`config.mk`:
```
export PLATFORM = sky130hd
export DESIGN_NAME = ysyx_24100006_trap_ctrl_flat
export DESIGN_NICKNAME = d
export VERILOG_FILES = /design/src/rtl/ysyx_24100006_trap_ctrl_if.sv /design/src/rtl/ysyx_24100006_trap_ctrl.sv /design/src/flat_wrapper.sv
export SDC_FILE = /design/constraint.sdc
export NUM_CORES = 1
export LEC_CHECK = 0
export ABC_AREA = 1
export ABC_CLOCK_PERIOD_IN_PS = 3800
export CORE_ASPECT_RATIO = 1.4
export CORE_MARGIN = 4
export CORE_UTILIZATION = 45
export CTS_CLUSTER_SIZE = 30
export DETAILED_ROUTE_END_ITERATION = 8
export GPL_TIMING_DRIVEN = 0
export PLACE_DENSITY = 0.83
export SETUP_SLACK_MARGIN = 0.15
export SYNTH_ARGS = -nofsm -noshare
export SYNTH_HDL_FRONTEND = slang
export SYNTH_SLANG_ARGS = --single-unit
```
`constraint.sdc`:
```
create_clock -name clk -period 3.8 [get_ports clk]
set_input_delay 0.38 -clock clk [delete_from_list [all_inputs] [get_ports clk]]
set_output_delay 0.38 -clock clk [all_outputs]
set_load 0.1 [all_outputs]
```
`src/rtl/ysyx_24100006_trap_ctrl_if.sv`:
```
// Trap controller bus: trap/mret requests, CSR-instruction writes, CSR file port and IFU redirect.
// The master modport is the trap controller; slave is the surrounding pipeline/CSR file/IFU.
interface ysyx_24100006_trap_ctrl_if #(
  parameter int unsigned ADDR_WIDTH = 12,
  parameter int unsigned DATA_WIDTH = 32
);
  logic                  trap_valid;
  logic [DATA_WIDTH-1:0] trap_pc;
  logic [DATA_WIDTH-1:0] trap_cause;
  logic                  mret_valid;
  logic                  trap_ack;
  logic                  inst_wen;
  logic [ADDR_WIDTH-1:0] inst_waddr;
  logic [DATA_WIDTH-1:0] inst_wdata;
  logic                  inst_ready;
  logic                  csr_wen;
  logic [ADDR_WIDTH-1:0] csr_waddr;
  logic [DATA_WIDTH-1:0] csr_wdata;
  logic [DATA_WIDTH-1:0] mtvec;
  logic [DATA_WIDTH-1:0] mepc;
  logic                  redirect_valid;
  logic [DATA_WIDTH-1:0] redirect_pc;
  logic                  redirect_ready;
  logic                  busy;
  logic [7:0]            trap_cnt;

  modport master (
    input  trap_valid, trap_pc, trap_cause, mret_valid,
    input  inst_wen, inst_waddr, inst_wdata,
    input  mtvec, mepc, redirect_ready,
    output trap_ack, inst_ready, csr_wen, csr_waddr, csr_wdata,
    output redirect_valid, redirect_pc, busy, trap_cnt
  );

  modport slave (
    output trap_valid, trap_pc, trap_cause, mret_valid,
    output inst_wen, inst_waddr, inst_wdata,
    output mtvec, mepc, redirect_ready,
    input  trap_ack, inst_ready, csr_wen, csr_waddr, csr_wdata,
    input  redirect_valid, redirect_pc, busy, trap_cnt
  );
endinterface

```
`src/rtl/ysyx_24100006_trap_ctrl.sv`:
```
// Trap/mret sequencer: serialises mepc/mcause/mstatus CSR writes, then redirects the IFU.
// CSR-instruction writes pass straight through only while the sequencer is idle.
module ysyx_24100006_trap_ctrl #(
  parameter int unsigned ADDR_WIDTH = 12,
  parameter int unsigned DATA_WIDTH = 32
) (
  input logic                       clk,
  input logic                       rst_n,
  ysyx_24100006_trap_ctrl_if.master bus
);

  localparam int unsigned CNT_WIDTH = 8;
  localparam logic [ADDR_WIDTH-1:0] A_MSTATUS = ADDR_WIDTH'(12'h300);
  localparam logic [ADDR_WIDTH-1:0] A_MEPC    = ADDR_WIDTH'(12'h341);
  localparam logic [ADDR_WIDTH-1:0] A_MCAUSE  = ADDR_WIDTH'(12'h342);
  localparam logic [DATA_WIDTH-1:0] ST_TRAP   = DATA_WIDTH'(32'h0000_1800);
  localparam logic [DATA_WIDTH-1:0] ST_MRET   = DATA_WIDTH'(32'h0000_1880);

  typedef enum logic [2:0] {IDLE, W_EPC, W_CAUSE, W_STATUS, W_MRET, REDIR} state_e;

  state_e                state_q, state_d;
  logic [DATA_WIDTH-1:0] pc_q, cause_q, target_q;
  logic [CNT_WIDTH-1:0]  cnt_q;
  logic                  take_trap, take_mret;
  logic                  ack, ready, wen, rvalid, busy;
  logic [ADDR_WIDTH-1:0] waddr;
  logic [DATA_WIDTH-1:0] wdata;

  // State register and latched sequence operands
  always_ff @(posedge clk or negedge rst_n) begin
    if (!rst_n) begin
      state_q  <= IDLE;
      pc_q     <= '0;
      cause_q  <= '0;
      target_q <= '0;
      cnt_q    <= '0;
    end else begin
      state_q <= state_d;
      if (take_trap) begin
        pc_q    <= bus.trap_pc;
        cause_q <= bus.trap_cause;
        cnt_q   <= cnt_q + CNT_WIDTH'(1);
      end
      if (take_mret) target_q <= bus.mepc;
      if (state_q == W_STATUS) target_q <= bus.mtvec;
    end
  end

  // Next state and outputs; everything is held low while reset is asserted
  always_comb begin
    state_d   = state_q;
    take_trap = 1'b0;
    take_mret = 1'b0;
    ack       = 1'b0;
    ready     = 1'b0;
    wen       = 1'b0;
    waddr     = '0;
    wdata     = '0;
    rvalid    = 1'b0;
    busy      = 1'b0;
    if (rst_n) begin
      case (state_q)
        IDLE: begin
          if (bus.trap_valid) begin
            ack       = 1'b1;
            take_trap = 1'b1;
            state_d   = W_EPC;
          end else if (bus.mret_valid) begin
            ack       = 1'b1;
            take_mret = 1'b1;
            state_d   = W_MRET;
          end else begin
            ready = 1'b1;
            wen   = bus.inst_wen;
            waddr = bus.inst_waddr;
            wdata = bus.inst_wdata;
          end
        end
        W_EPC: begin
          busy    = 1'b1;
          wen     = 1'b1;
          waddr   = A_MEPC;
          wdata   = pc_q;
          state_d = W_CAUSE;
        end
        W_CAUSE: begin
          busy    = 1'b1;
          wen     = 1'b1;
          waddr   = A_MCAUSE;
          wdata   = cause_q;
          state_d = W_STATUS;
        end
        W_STATUS: begin
          busy    = 1'b1;
          wen     = 1'b1;
          waddr   = A_MSTATUS;
          wdata   = ST_TRAP;
          state_d = REDIR;
        end
        W_MRET: begin
          busy    = 1'b1;
          wen     = 1'b1;
          waddr   = A_MSTATUS;
          wdata   = ST_MRET;
          state_d = REDIR;
        end
        REDIR: begin
          busy   = 1'b1;
          rvalid = 1'b1;
          if (bus.redirect_ready) state_d = IDLE;
        end
        default: state_d = IDLE;
      endcase
    end
  end

  assign bus.trap_ack       = ack;
  assign bus.inst_ready     = ready;
  assign bus.csr_wen        = wen;
  assign bus.csr_waddr      = waddr;
  assign bus.csr_wdata      = wdata;
  assign bus.redirect_valid = rvalid;
  assign bus.redirect_pc    = target_q & ~DATA_WIDTH'(3);
  assign bus.busy           = busy;
  assign bus.trap_cnt       = cnt_q;

endmodule
```
`src/flat_wrapper.sv`:
```
// flat-port wrapper written by rule: the top's interface ports become plain ports
module ysyx_24100006_trap_ctrl_flat 
#(
  parameter int unsigned ADDR_WIDTH = 12,
  parameter int unsigned DATA_WIDTH = 32
)
  (clk, rst_n, bus_trap_valid, bus_trap_pc, bus_trap_cause, bus_mret_valid, bus_inst_wen, bus_inst_waddr, bus_inst_wdata, bus_mtvec, bus_mepc, bus_redirect_ready, bus_trap_ack, bus_inst_ready, bus_csr_wen, bus_csr_waddr, bus_csr_wdata, bus_redirect_valid, bus_redirect_pc, bus_busy, bus_trap_cnt);
  ysyx_24100006_trap_ctrl_if #(.ADDR_WIDTH(ADDR_WIDTH), .DATA_WIDTH(DATA_WIDTH)) bus_i ();
  input logic clk;
  input logic rst_n;
  input wire logic [$bits(bus_i.trap_valid)-1:0] bus_trap_valid;
  input wire logic [$bits(bus_i.trap_pc)-1:0] bus_trap_pc;
  input wire logic [$bits(bus_i.trap_cause)-1:0] bus_trap_cause;
  input wire logic [$bits(bus_i.mret_valid)-1:0] bus_mret_valid;
  input wire logic [$bits(bus_i.inst_wen)-1:0] bus_inst_wen;
  input wire logic [$bits(bus_i.inst_waddr)-1:0] bus_inst_waddr;
  input wire logic [$bits(bus_i.inst_wdata)-1:0] bus_inst_wdata;
  input wire logic [$bits(bus_i.mtvec)-1:0] bus_mtvec;
  input wire logic [$bits(bus_i.mepc)-1:0] bus_mepc;
  input wire logic [$bits(bus_i.redirect_ready)-1:0] bus_redirect_ready;
  output wire logic [$bits(bus_i.trap_ack)-1:0] bus_trap_ack;
  output wire logic [$bits(bus_i.inst_ready)-1:0] bus_inst_ready;
  output wire logic [$bits(bus_i.csr_wen)-1:0] bus_csr_wen;
  output wire logic [$bits(bus_i.csr_waddr)-1:0] bus_csr_waddr;
  output wire logic [$bits(bus_i.csr_wdata)-1:0] bus_csr_wdata;
  output wire logic [$bits(bus_i.redirect_valid)-1:0] bus_redirect_valid;
  output wire logic [$bits(bus_i.redirect_pc)-1:0] bus_redirect_pc;
  output wire logic [$bits(bus_i.busy)-1:0] bus_busy;
  output wire logic [$bits(bus_i.trap_cnt)-1:0] bus_trap_cnt;
  assign bus_i.trap_valid = bus_trap_valid;
  assign bus_i.trap_pc = bus_trap_pc;
  assign bus_i.trap_cause = bus_trap_cause;
  assign bus_i.mret_valid = bus_mret_valid;
  assign bus_i.inst_wen = bus_inst_wen;
  assign bus_i.inst_waddr = bus_inst_waddr;
  assign bus_i.inst_wdata = bus_inst_wdata;
  assign bus_i.mtvec = bus_mtvec;
  assign bus_i.mepc = bus_mepc;
  assign bus_i.redirect_ready = bus_redirect_ready;
  assign bus_trap_ack = bus_i.trap_ack;
  assign bus_inst_ready = bus_i.inst_ready;
  assign bus_csr_wen = bus_i.csr_wen;
  assign bus_csr_waddr = bus_i.csr_waddr;
  assign bus_csr_wdata = bus_i.csr_wdata;
  assign bus_redirect_valid = bus_i.redirect_valid;
  assign bus_redirect_pc = bus_i.redirect_pc;
  assign bus_busy = bus_i.busy;
  assign bus_trap_cnt = bus_i.trap_cnt;
  ysyx_24100006_trap_ctrl #(.ADDR_WIDTH(ADDR_WIDTH), .DATA_WIDTH(DATA_WIDTH)) u_core (.clk(clk), .rst_n(rst_n), .bus(bus_i));
endmodule
```
==> impl_metrics.csv <==
group,metric,value,unit
global_route,grt_overflow,0,
logic_synthesis,synth_most_common_cell,"nand2_1",
logic_synthesis,syn_avg_cell_area,6.78,um^2
placed_design,globalplace.congestion,0.866,
global_route,use_met1,27.8,%
global_route,grt_pass1_wl,30400,um
floorplanning,dieHeight,142,um
cells_and_area,layout-drive-gt1-share,5.56,%
setup_path,critical_path.endpoint_type,"output port",
logic_synthesis,synth_edf_count,0,
cts,numCtsBuffers,9,
sta,drv_slew,0,
logic_synthesis,netlist_area,5800,um^2
cts,clkTransAtPathRegs,0.07,ns
placed_design,pre_cts_slack,0.155,ns
power,ir_drop,0.900,mV
route,wire_per_inst,15.0,um
cells_and_area,filler_cell_count,1045,
setup_path,ff2ff_setup_slack,2.17,ns
setup_path,critPathMaxFanout,10,
cts,clk_latency,0.35,ns
logic_synthesis,yosysTopAreaCellShare,45.3,%
floorplanning,dieWidth,104,um
power,power_density,821,nW/um^2
placed_design,io_buffers,260,
floorplanning,core_area,12500,um^2
cells_and_area,diodes,0,
logic_synthesis,synthDistinctLibCells,27,
logic_synthesis,async_flop_share,100,%
setup_path,arrival,3.06,ns
sta,rsz0062_at_grt,"no",
logic_synthesis,synth-seq-cells,105,
global_route,antenna_found_initial,0,
logic_synthesis,synth_top_flop_cell,"dfrtp_1",
cts,clockRootBuffer,"clkbuf_16",
logic_synthesis,synth_top_area_cell,"dfrtp_1",
sta,setup_viol,0,
cts,postCtsHoldBufs,0,
setup_path,critPathMaxStageDelay,1.14,ns
sta,skew,0.00536,ns
setup_path,r2r_end,"u_core.pc_q[22]$_DFFE_PN0P_",
sta,max_freq,0.291,GHz
logic_synthesis,yosysWarnings,0,
sta,finalCritPeriodShare,90.5,%
cells_and_area,num-nets-final,1308,
sta,post-route-min-period,3.44,ns
floorplanning,ios,267,
cells_and_area,area_delta_synth_final,55.2,%
setup_path,critPathSlowestCell,"clkdlybuf4s50_1",
sta,finalHoldViolCount,0,
setup_path,crit_chain,"buf_6 -> inv_4 -> nand2_2 -> nor2_1 -> buf_4 -> buf_6 -> nand2_1 -> o21ai_1 -> nor2_1 -> nor2_1 -> clkdlybuf4s50_1",
logic_synthesis,synth_area_leaders,"dfrtp_1 45%, nand2_1 21%, nor2_1 8.0%, nand3_1 6.9%, inv_1 5.2%",
sta,slew-limit-headroom,29.7,%
route,via_per_inst,4.84,
logic_synthesis,seq_area_frac_synth,45.3,%
min_path,holdCritPathClass,"in2async",
logic_synthesis,syn_inst,856,
route,drc,0,
route,vias,6215,
setup_path,crit_top_cell,"nor2_1",
logic_synthesis,synth_common_cells,"328 x nand2_1, 123 x nor2_1, 105 x dfrtp_1",
setup_path,crit_buf_inv,5,
setup_path,worstPathRequired,3.42,ns
cts,cts_buffer_depth,2,
global_route,met2_usage,46.8,%
sta,tightest_slew,1.05,ns
setup_path,worstSetupPathType,"reg2out",
global_route,track_usage,25.7,%
global_route,grt_use_met3,7.40,%
global_route,grt_pass1_vias,6046,
setup_path,worstRegToRegCells,7,
route,drtIter0Drc,322,
setup_path,worst_path_dominant_cell_family,"buffers and inverters",
status,status,"finished clean",
route,antenna_left,0,
floorplanning,row_count,48,
setup_path,startpoint_type,"flop",
cts,cts_tree,"yes",
route,wirelength,19300,um
cts,htree_num_levels,3,
placed_design,dp_hpwl,14900,um
global_route,busiest_layer,"met2",
setup_path,r2r_start,"u_core.state_q[2]$_DFFE_PN0P_",
cts,cts.sinks,105,
sta,setup_tns,0,ns
sta,worst_slack,0.360,ns
job,cap_violations,0,
floorplanning,start_util,46.5,%
route,firstDrtPassIters,4,
floorplanning,dieArea,14800,um^2
power,p_leak,4.97,nW
global_route,grt_max_degree,56,
sequential cells by signal (all words and copies together) (netlist names):
register / cells
u_core.target_q: 30
u_core.bus.trap_cnt: 8
u_core.cause_q: 32
u_core.pc_q: 32
u_core.state_q: 3
routing by layer:
metal / share of wire (%) / vias up
met1: 38 / 2796
met2: 51 / 226
met3: 7.6 / 33
met5: 0 / -
li1: - / 3160
met4: 3.0 / 0
layout by cell type, fill, tap and decap left out:
| cell type | Yosys | layout |
|---|---|---|
| buf_16 | 0 | 1 |
| inv_1 | 80 | 80 |
| nand3b_1 | 2 | 2 |
| clkbuf_16 | 0 | 9 |
| dfrtp_1 | 105 | 105 |
| nor2_1 | 123 | 123 |
| a31oi_1 | 1 | 1 |
| o21ai_1 | 30 | 30 |
| clkbuf_8 | 0 | 1 |
| clkinvlp_4 | 0 | 2 |
| clkbuf_1 | 14 | 14 |
| nand4_1 | 5 | 5 |
| buf_1 | 4 | 4 |
| inv_4 | 1 | 1 |
| nor2_4 | 3 | 3 |
| clkinv_4 | 0 | 2 |
| dlymetal6s2s_1 | 0 | 32 |
| xnor2_1 | 1 | 1 |
| a21oi_1 | 2 | 2 |
| xor2_1 | 2 | 2 |
| a211oi_1 | 1 | 1 |
| nand2_1 | 328 | 328 |
| clkinv_2 | 0 | 1 |
| nand2_2 | 2 | 2 |
| inv_2 | 4 | 4 |
| buf_6 | 4 | 4 |
| dlygate4sd2_1 | 0 | 1 |
| o21ai_0 | 30 | 30 |
| ha_1 | 1 | 1 |
| nor3_1 | 1 | 1 |
| bufinv_16 | 0 | 1 |
| conb_1 | 1 | 2 |
| nand3_1 | 80 | 80 |
| buf_2 | 19 | 19 |
| clkdlybuf4s50_1 | 0 | 226 |
| nor2_2 | 1 | 1 |
| buf_4 | 11 | 12 |
per-stage QoR:
step / instances / power [W] / instance area [um^2] / utilization (%) / hold slack (ns)
after floorplan: 857 / 0.00524 / 5810 / - / 0.0844
after global placement: 1267 / 0.00641 / 8600 / 68.8 / 0.454
after detailed placement: 1268 / 0.00647 / 8620 / 69.0 / 0.459
after CTS: 1284 / 0.00744 / 8930 / 71.5 / 0.102
after global routing: 1284 / 0.00781 / 9010 / 72.1 / 0.129
final: 1284 / 0.00739 / 9010 / 72.1 / 0.0775
worst max path at each step:
stage,from,end,slack [ns],cells after the start
3_3_place_gp,rst_n,bus_csr_waddr[7],-3.68,4
6_report,u_core.state_q[2]$_DFFE_PN0P_,bus_csr_wdata[24],0.36,11
2_1_floorplan,u_core.state_q[2]$_DFFE_PN0P_,bus_busy,0.52,5
3_5_place_dp,rst_n,bus_csr_wdata[0],0.16,6
4_1_cts,u_core.state_q[1]$_DFFE_PN0P_,bus_csr_wdata[14],0.16,8
5_1_grt,rst_n,bus_csr_wdata[29],0.15,6
power breakdown:
group	total [W]	switching, W	internal (W)
Clock	0.000953	0.000423	0.000530
Combinational	0.00457	0.00340	0.00117
Sequential	0.00187	0.000247	0.00162
Total	0.00739	0.00407	0.00332
area by class of cell:
type | count | area, um^2 | share of cell area (%)
Clock buffer | 10 | 239 | 2.65
Buffer | 52 | 290 | 3.22
Clock inverter | 6 | 67.6 | 0.750
Timing Repair Buffer | 261 | 2710 | 30.0
Sequential cell | 105 | 2630 | 29.2
Tap cell | 150 | 188 | 2.08
Multi-Input combinational cell | 615 | 2570 | 28.5
Inverter | 85 | 322 | 3.57
kinds of logic (layout without fill, tap and decap cells):
| group | after synthesis | in the layout | synth area share [%] |
|---|---|---|---|
| compound gates | 64 | 64 | 5.58 |
| xor+xnor | 3 | 3 | 0.453 |
| fa+ha+maj | 1 | 1 | 0.216 |
| buf+inv | 137 | 414 | 10.5 |
| flops | 105 | 105 | 45.3 |
| other cells | 1 | 2 | 0.0646 |
| simple gates | 545 | 545 | 37.9 |
repair_timing:
| action | CTS | global route |
|---|---|---|
| endpoints found under the setup margin | 1 | 32 |
| gates resized for setup | 1 | 32 |
| buffers inserted | 0 | 0 |
Power figures use the tool's default switching activity.
